==> config.mk <==
export PLATFORM = sky130hd
export DESIGN_NAME = lsu_ctrl
export DESIGN_NICKNAME = d
export VERILOG_FILES = /design/src/rtl/lsu_ctrl.sv
export SDC_FILE = /design/constraint.sdc
export NUM_CORES = 1
export LEC_CHECK = 0
export BUFFER_PORTS_ARGS = -buffer_cell sky130_fd_sc_hd__buf_2
export CORE_AREA = 2 2 114 116
export CTS_CLUSTER_DIAMETER = 50
export DETAILED_ROUTE_END_ITERATION = 10
export DIE_AREA = 0 0 116 118
export PLACE_DENSITY = 0.75
export SYNTH_ARGS = -nofsm -noshare
export SYNTH_HDL_FRONTEND = slang
export SYNTH_SLANG_ARGS = --single-unit
==> constraint.sdc <==
create_clock -name clk -period 2.2 [get_ports clk]
set_clock_uncertainty 0.1 [all_clocks]
set_input_delay 0.44 -clock clk [delete_from_list [all_inputs] [get_ports clk]]
set_output_delay 0.44 -clock clk [all_outputs]
set_load 0.01 [all_outputs]
==> src/rtl/lsu_ctrl.sv <==
// lsu_ctrl: load/store initiator between the MEM stage and a handshaked
// data-memory port. Checks alignment, forms word address / byte enables /
// lane-replicated write data, holds the request until ack or timeout, and
// returns extended load data with a one-cycle done pulse.
module lsu_ctrl #(
    parameter int unsigned TIMEOUT = 16
) (
    input  logic        clk,
    input  logic        clr,
    input  logic        valid,
    input  logic [2:0]  op,
    input  logic [31:0] addr,
    input  logic [31:0] wd,
    output logic        stall,
    output logic        done,
    output logic [31:0] rdata,
    output logic        adel,
    output logic        ades,
    output logic        bus_err,
    output logic        dm_req,
    output logic        dm_we,
    output logic [31:0] dm_addr,
    output logic [3:0]  dm_be,
    output logic [31:0] dm_wdata,
    input  logic [31:0] dm_rdata,
    input  logic        dm_ack
);

    typedef enum logic [1:0] {IDLE, REQ, DONE} state_t;

    localparam logic [2:0] OP_LW  = 3'b000;
    localparam logic [2:0] OP_LH  = 3'b001;
    localparam logic [2:0] OP_LHU = 3'b010;
    localparam logic [2:0] OP_LB  = 3'b011;
    localparam logic [2:0] OP_LBU = 3'b100;
    localparam logic [2:0] OP_SW  = 3'b101;
    localparam logic [2:0] OP_SH  = 3'b110;
    localparam logic [2:0] OP_SB  = 3'b111;

    localparam logic [7:0] CNT_LAST = 8'(TIMEOUT - 1);

    state_t      state, state_nx;
    logic [7:0]  cnt, cnt_nx;
    logic [2:0]  op_q, op_nx;
    logic [1:0]  off_q, off_nx;
    logic        req_nx, we_nx, done_nx, adel_nx, ades_nx, berr_nx;
    logic [31:0] addr_nx, wdata_nx, rdata_nx;
    logic [3:0]  be_nx;

    logic        is_store, misaligned;
    logic [3:0]  be_dec;
    logic [31:0] wdata_dec, load_data;
    logic [15:0] half_sel;
    logic [7:0]  byte_sel;

    // Decode the incoming instruction: alignment, byte enables, write data.
    always_comb begin
        is_store   = (op >= OP_SW);
        misaligned = 1'b0;
        be_dec     = '0;
        wdata_dec  = '0;
        case (op)
            OP_LW:         misaligned = (addr[1:0] != 2'b00);
            OP_LH, OP_LHU: misaligned = addr[0];
            OP_SW: begin
                misaligned = (addr[1:0] != 2'b00);
                be_dec     = 4'b1111;
                wdata_dec  = wd;
            end
            OP_SH: begin
                misaligned = addr[0];
                be_dec     = addr[1] ? 4'b1100 : 4'b0011;
                wdata_dec  = {2{wd[15:0]}};
            end
            OP_SB: begin
                be_dec    = 4'b0001 << addr[1:0];
                wdata_dec = {4{wd[7:0]}};
            end
            default: ;
        endcase
    end

    // Extract and extend the load result using the latched byte offset.
    always_comb begin
        half_sel = off_q[1] ? dm_rdata[31:16] : dm_rdata[15:0];
        case (off_q)
            2'd0:    byte_sel = dm_rdata[7:0];
            2'd1:    byte_sel = dm_rdata[15:8];
            2'd2:    byte_sel = dm_rdata[23:16];
            default: byte_sel = dm_rdata[31:24];
        endcase
        case (op_q)
            OP_LW:   load_data = dm_rdata;
            OP_LH:   load_data = {{16{half_sel[15]}}, half_sel};
            OP_LHU:  load_data = {16'h0000, half_sel};
            OP_LB:   load_data = {{24{byte_sel[7]}}, byte_sel};
            OP_LBU:  load_data = {24'h000000, byte_sel};
            default: load_data = '0;
        endcase
    end

    // Next-state and next-output logic; all outputs except stall are registered.
    always_comb begin
        state_nx = state;
        cnt_nx   = cnt;
        op_nx    = op_q;
        off_nx   = off_q;
        req_nx   = dm_req;
        we_nx    = dm_we;
        addr_nx  = dm_addr;
        be_nx    = dm_be;
        wdata_nx = dm_wdata;
        rdata_nx = rdata;
        done_nx  = 1'b0;
        adel_nx  = adel;
        ades_nx  = ades;
        berr_nx  = bus_err;
        case (state)
            IDLE: begin
                if (valid) begin
                    if (misaligned) begin
                        state_nx = DONE;
                        done_nx  = 1'b1;
                        adel_nx  = ~is_store;
                        ades_nx  = is_store;
                        berr_nx  = 1'b0;
                        rdata_nx = '0;
                    end else begin
                        state_nx = REQ;
                        cnt_nx   = '0;
                        op_nx    = op;
                        off_nx   = addr[1:0];
                        req_nx   = 1'b1;
                        we_nx    = is_store;
                        addr_nx  = {addr[31:2], 2'b00};
                        be_nx    = be_dec;
                        wdata_nx = wdata_dec;
                    end
                end
            end
            REQ: begin
                // Ack is tested first so it wins over a coincident timeout.
                if (dm_ack) begin
                    state_nx = DONE;
                    req_nx   = 1'b0;
                    done_nx  = 1'b1;
                    rdata_nx = load_data;
                end else if (cnt == CNT_LAST) begin
                    state_nx = DONE;
                    req_nx   = 1'b0;
                    done_nx  = 1'b1;
                    berr_nx  = 1'b1;
                    rdata_nx = '0;
                end else begin
                    cnt_nx = cnt + 8'd1;
                end
            end
            DONE: begin
                state_nx = IDLE;
                adel_nx  = 1'b0;
                ades_nx  = 1'b0;
                berr_nx  = 1'b0;
            end
            default: state_nx = IDLE;
        endcase
    end

    // State and output registers with synchronous clear.
    always_ff @(posedge clk) begin
        if (clr) begin
            state    <= IDLE;
            cnt      <= '0;
            op_q     <= '0;
            off_q    <= '0;
            dm_req   <= 1'b0;
            dm_we    <= 1'b0;
            dm_addr  <= '0;
            dm_be    <= '0;
            dm_wdata <= '0;
            rdata    <= '0;
            done     <= 1'b0;
            adel     <= 1'b0;
            ades     <= 1'b0;
            bus_err  <= 1'b0;
        end else begin
            state    <= state_nx;
            cnt      <= cnt_nx;
            op_q     <= op_nx;
            off_q    <= off_nx;
            dm_req   <= req_nx;
            dm_we    <= we_nx;
            dm_addr  <= addr_nx;
            dm_be    <= be_nx;
            dm_wdata <= wdata_nx;
            rdata    <= rdata_nx;
            done     <= done_nx;
            adel     <= adel_nx;
            ades     <= ades_nx;
            bus_err  <= berr_nx;
        end
    end

    assign stall = valid & (state != DONE);

endmodule
# After elaboration in Yosys (flattened, before gate mapping)
# Index checks and enable logic that the tools add are counted.
# totals
regBits,119
output_inout_bits,107
elab_cells,102
# classes
addsub,1
order_cmp,1
n_eq_ne,22
n_shift,1
muxes,43
n_bitwise,3
reduce_logical,17
# ops
operator,count
32-bit one-hot mux with 5 select lines,1
32-bit two-way mux,4
32-bit one-hot mux with 3 select lines,1
32-bit one-hot mux with 2 select lines,1
8-bit two-way mux,4
8-bit one-hot mux with 3 select lines,1
1-bit two-way mux,16
16-bit two-way mux,1
8-bit one-hot mux with 2 select lines,1
"2-bit != test, second input constant",7
"3-bit == test, second input constant",4
4-bit one-hot mux with 3 select lines,1
1-bit one-hot mux with 2 select lines,5
5-bit AND reduction,2
"3-bit by 2-bit == test with 1-bit output, second input constant",3
"8-bit by 1-bit adder with 8-bit output, second input constant",1
"8-bit by 4-bit == test with 1-bit output, second input constant",1
2-bit two-way mux,4
4-bit AND reduction,2
"3-bit by 1-bit == test with 1-bit output, second input constant",2
3-bit logical NOT,2
3-bit AND reduction,2
2-bit nonzero test,3
"2-bit by 1-bit == test with 1-bit output, second input constant",2
14 further kinds,17

# Longest topological paths before layout
# logic_depth
ltp_word,6
ltp_mapped,8
ltp_nobuf,6

# Worst setup path after synthesis
# OpenSTA, ideal clock, no wires.
# synth_path
path_type,input to register
start,in op[1]
end,reg rdata[0]
setup_time_ns,0.125
arrival_time_ns,1.924
required_time_ns,1.975
slack_ns,0.051
stages,7
n_path_buf,2
cell_sequence,buf_2 > nand2b_1 > a221o_1 > a2111oi_4 > nor2_2 > buf_2 > o2bb2ai_1
# synth_between
elab_chain_len,5
elab_cells_between_ends,10
classes_between,eq/ne: 5; mux: 1; reduce/logical: 4
# synth_lines
element,line,text
from (decl),11,"input logic [2:0] op,"
"3-bit == test, or another cell as far along",62,case (op)
3-bit OR reduction (no line) or 2-bit OR reduction (tied branches),n/a,
1-bit one-hot mux with 2 select lines (*),62,
2-bit != test (no line) (*),n/a,
4-bit AND reduction (no line) (*),n/a,
to (signal assigned),195,rdata <= rdata_nx;
to (decl),16,"output logic [31:0] rdata,"
# Every way passes the cells marked *; elsewhere a longest branch is shown, timed or not.
# A chain may end at the register's enable or synchronous reset.

# Worst setup path after layout
# layout_path
start,reg cnt[4]
end,reg rdata[23]
# layout_between
elab_chain_len,3
# layout_lines
element,line,text
from (decl),43,"logic [7:0] cnt, cnt_nx;"
from (signal assigned),187,cnt <= cnt_nx;
8-bit by 4-bit == test with 1-bit output,148,end else if (cnt == CNT_LAST) begin
3-bit != test (no line),n/a,
4-bit AND reduction (no line),n/a,
# Every way passes these cells.

==> impl_metrics.tcl <==
set metrics [dict create \
    powerDensity_nw_per_um2 795 \
    cap_violations 0 \
    cts.sinks 119 \
    yosysSeqAreaShare_pct 44.6 \
    criticalPathCategory "register to register" \
    synth.area.top_cells "dfxtp_1, a21oi_1, nand2_1, a22o_1, o2bb2ai_1" \
    cts-hold-fix-buffers 0 \
    startpoint_type "register" \
    wl_microns 15600 \
    fillers 1181 \
    die_h_microns 118 \
    whs_endpoint "dm_addr[14]" \
    setup_viol 0 \
    path_cells "or4_4 -> o21ba_4 -> a2111oi_4 -> nor2_2 -> buf_4 -> o2bb2ai_1" \
    clk_path_buf_depth 2 \
    fin_ws_ps 191 \
    syn_area_sq_um 5340 \
    critical_path.max_fanout 21 \
    fin_nets 965 \
    ys.flop_type "dfxtp_1" \
    worst_pin_slew_ps 715 \
    avgRoutedWirePerCell_microns 14.9 \
    final.min_clock_period_ps 2010 \
    total_power_w 0.00570 \
    clk_latency_ps 410 \
    antenna_found_initial 0 \
    ir_drop_v 0.000501 \
    dr.pass1.iters 5 \
    area_growth_pct 34.3 \
    synth_common_cells "nand2_1, dfxtp_1, a21oi_1" \
    fin_hold_ws_ps 166 \
    synth_top_area_share_pct 44.6 \
    synth_edf_count 0 \
    cts_tree "yes" \
    drt_iter0_drc 452 \
    die_area_sq_um 13700 \
    worstPathRequired_ps 2390 \
    rr_endpoint "rdata[23]" \
    critPathBufInv 1 \
    critPathMaxStageDelay_ps 550 \
    hold_depth 3 \
    status "finished clean" \
    vias_per_cell 5.29 \
    place_hpwl_microns 11100 \
    cts_buffers 17 \
    coreArea_sq_um 12400 \
    grt_max_degree 67 \
    fin_util_pct 57.7 \
    p_leak_nw 3.29 \
    hold_class "input pin to register" \
    vias 5513 \
    arrival_ps 2200 \
    grt.overflow.total 0 \
    grt_use_total_pct 22.7 \
    synth_cells 658 \
    register_area_sq_um 2380 \
    core.rowCount 41 \
    yosysMostFrequentCell "nand2_1" \
    synth.distinct_cells 48 \
    grt_pass1_vias 5104 \
    fin_cells 1043 \
    initial_utilization_pct 43.0 \
    drv_slew 0 \
    drcViolationCount 0 \
    clk_pin_slew_ps 50 \
    drive_gt1_share_pct 32.7 \
    grt_pass1_wl_microns 24800 \
    io_pins 210 \
    critPathCaptureType "register" \
    worstReg2RegStart "cnt[4]" \
    multiInputGateArea_sq_um 2620 \
    synth_warnings 0 \
    dp_slack_ps -153 \
    slowest_stage "or4_4" \
    rsz0062_at_grt "false" \
    place.gp.congestion 0.859 \
    port_buffers 207 \
    diodes 0 \
    yosysTopAreaCell "dfxtp_1" \
    hold_viol_final 0 \
    die_w_microns 116 \
    syn_area_per_cell_sq_um 8.11 \
    path_delay_family "compound AO/OA/AOI/OAI gates" \
    h-tree-depth 4 \
    drtAntennaViolNets 0 \
    r2r_cells 6 \
    placedCellCount 1014 \
    cts_root_buf "clkbuf_16" \
    maxSlewHeadroom_pct 52.3 \
    ys_ff_latch 119 \
    fmax_ghz 0.498 \
    rrSetupSlack_ps 190 \
    min_from "addr[14]" \
    async_flop_share_pct 0 \
    fin_crit_sh_pct 91.3 \
]
==> metal layers <==
layer  wire length [microns]  GRT usage [%]  up-vias
li1                        -              -     2710
met1                    6490           28.0     2512
met2                    7240           36.3      273
met3                    1620           7.93       18
met4                     210           8.18        0
met5                       0              0        -
==> flip-flops by register name (all words and copies together) (netlist names) <==
name	count
dm_wdata	32
rdata	32
dm_addr	30
cnt	8
dm_be	4
op_q	3
off_q	2
state	2
adel	1
ades	1
bus_err	1
dm_req	1
dm_we	1
done	1
==> cells in the final DEF, fill, tap and decap left out, drive strengths merged, types with 2 or more instances in the layout <==
| master | count |
|---|---|
| nand4 | 2 |
| o2bb2ai | 24 |
| or2 | 2 |
| a21oi | 111 |
| or3 | 4 |
| nand2 | 144 |
| buf | 241 |
| o22ai | 2 |
| nand3 | 37 |
| a22oi | 9 |
| nor2b | 6 |
| mux4 | 8 |
| nand2b | 2 |
| nor3 | 6 |
| o21ai | 25 |
| dfxtp | 119 |
| a21o | 8 |
| o211ai | 2 |
| or4 | 2 |
| o21bai | 2 |
| a21boi | 5 |
| nor2 | 12 |
| o21a | 2 |
| conb | 2 |
| clkinv | 3 |
| a22o | 24 |
| clkbuf | 26 |
| inv | 23 |
| nor3b | 4 |
==> worst reg2reg max path: cells and delay by family, from the launching register on <==
| family | cells | cell delay, ps |
|---|---|---|
| and+or+nand+nor | 2 | 620 |
| buffers and inverters | 1 | 220 |
| AOI/OAI and AO/OA | 3 | 660 |
| DFF | 1 | 310 |
==> metrics by stage <==
step	TNS [ps]	cell area (sq um)
after CTS	0	7170
after global routing	0	7170
after detailed placement	-891	6620
final	0	7170
after floorplan	0	5340
after global placement	-666	6620
==> repair_timing <==
action,in CTS,in global routing
resized for setup,1,0
pin swaps,0,1
setup buffers,0,0
setup endpoints to repair,8,12
==> layout make-up <==
type                       instances  area share (%)
inverter                          23            1.20
multi-input combinational        459            36.6
timing repair buffer             241            18.4
clock buffer                      26            7.38
clock inverter                     3           0.209
sequential                       119            33.2
tap                              172            3.00
==> worst max path at each step <==
stage,startpoint,to,slack (ps),cells after the start
detailed placement,op[1],cnt[3],-150,6
global placement,op[1],cnt[7],-130,6
finish,cnt[4],rdata[23],190,6
floorplan,op[1],rdata[0],50,7
CTS,cnt[4],rdata[23],60,6
global route,cnt[4],cnt[3],60,5
==> cells by family after synthesis <==
family                     synth area share [%]
adders and majority gates                 0.422
muxes                                      3.56
and+or+nand+nor                            18.6
buffers and inverters                      6.40
xor gates and xnor gates                  0.164
other                                    0.0703
AOI/OAI and AO/OA                          26.1
DFF                                        44.6
==> where the power goes <==
part / leakage, nW / switching [W] / internal [W]
combinational: 2.05 / 0.000501 / 0.000365
clock: 0.274 / 0.000903 / 0.00162
sequential: 0.966 / 0.0000552 / 0.00225
Note: power is estimated with default switching activity, not from simulation.
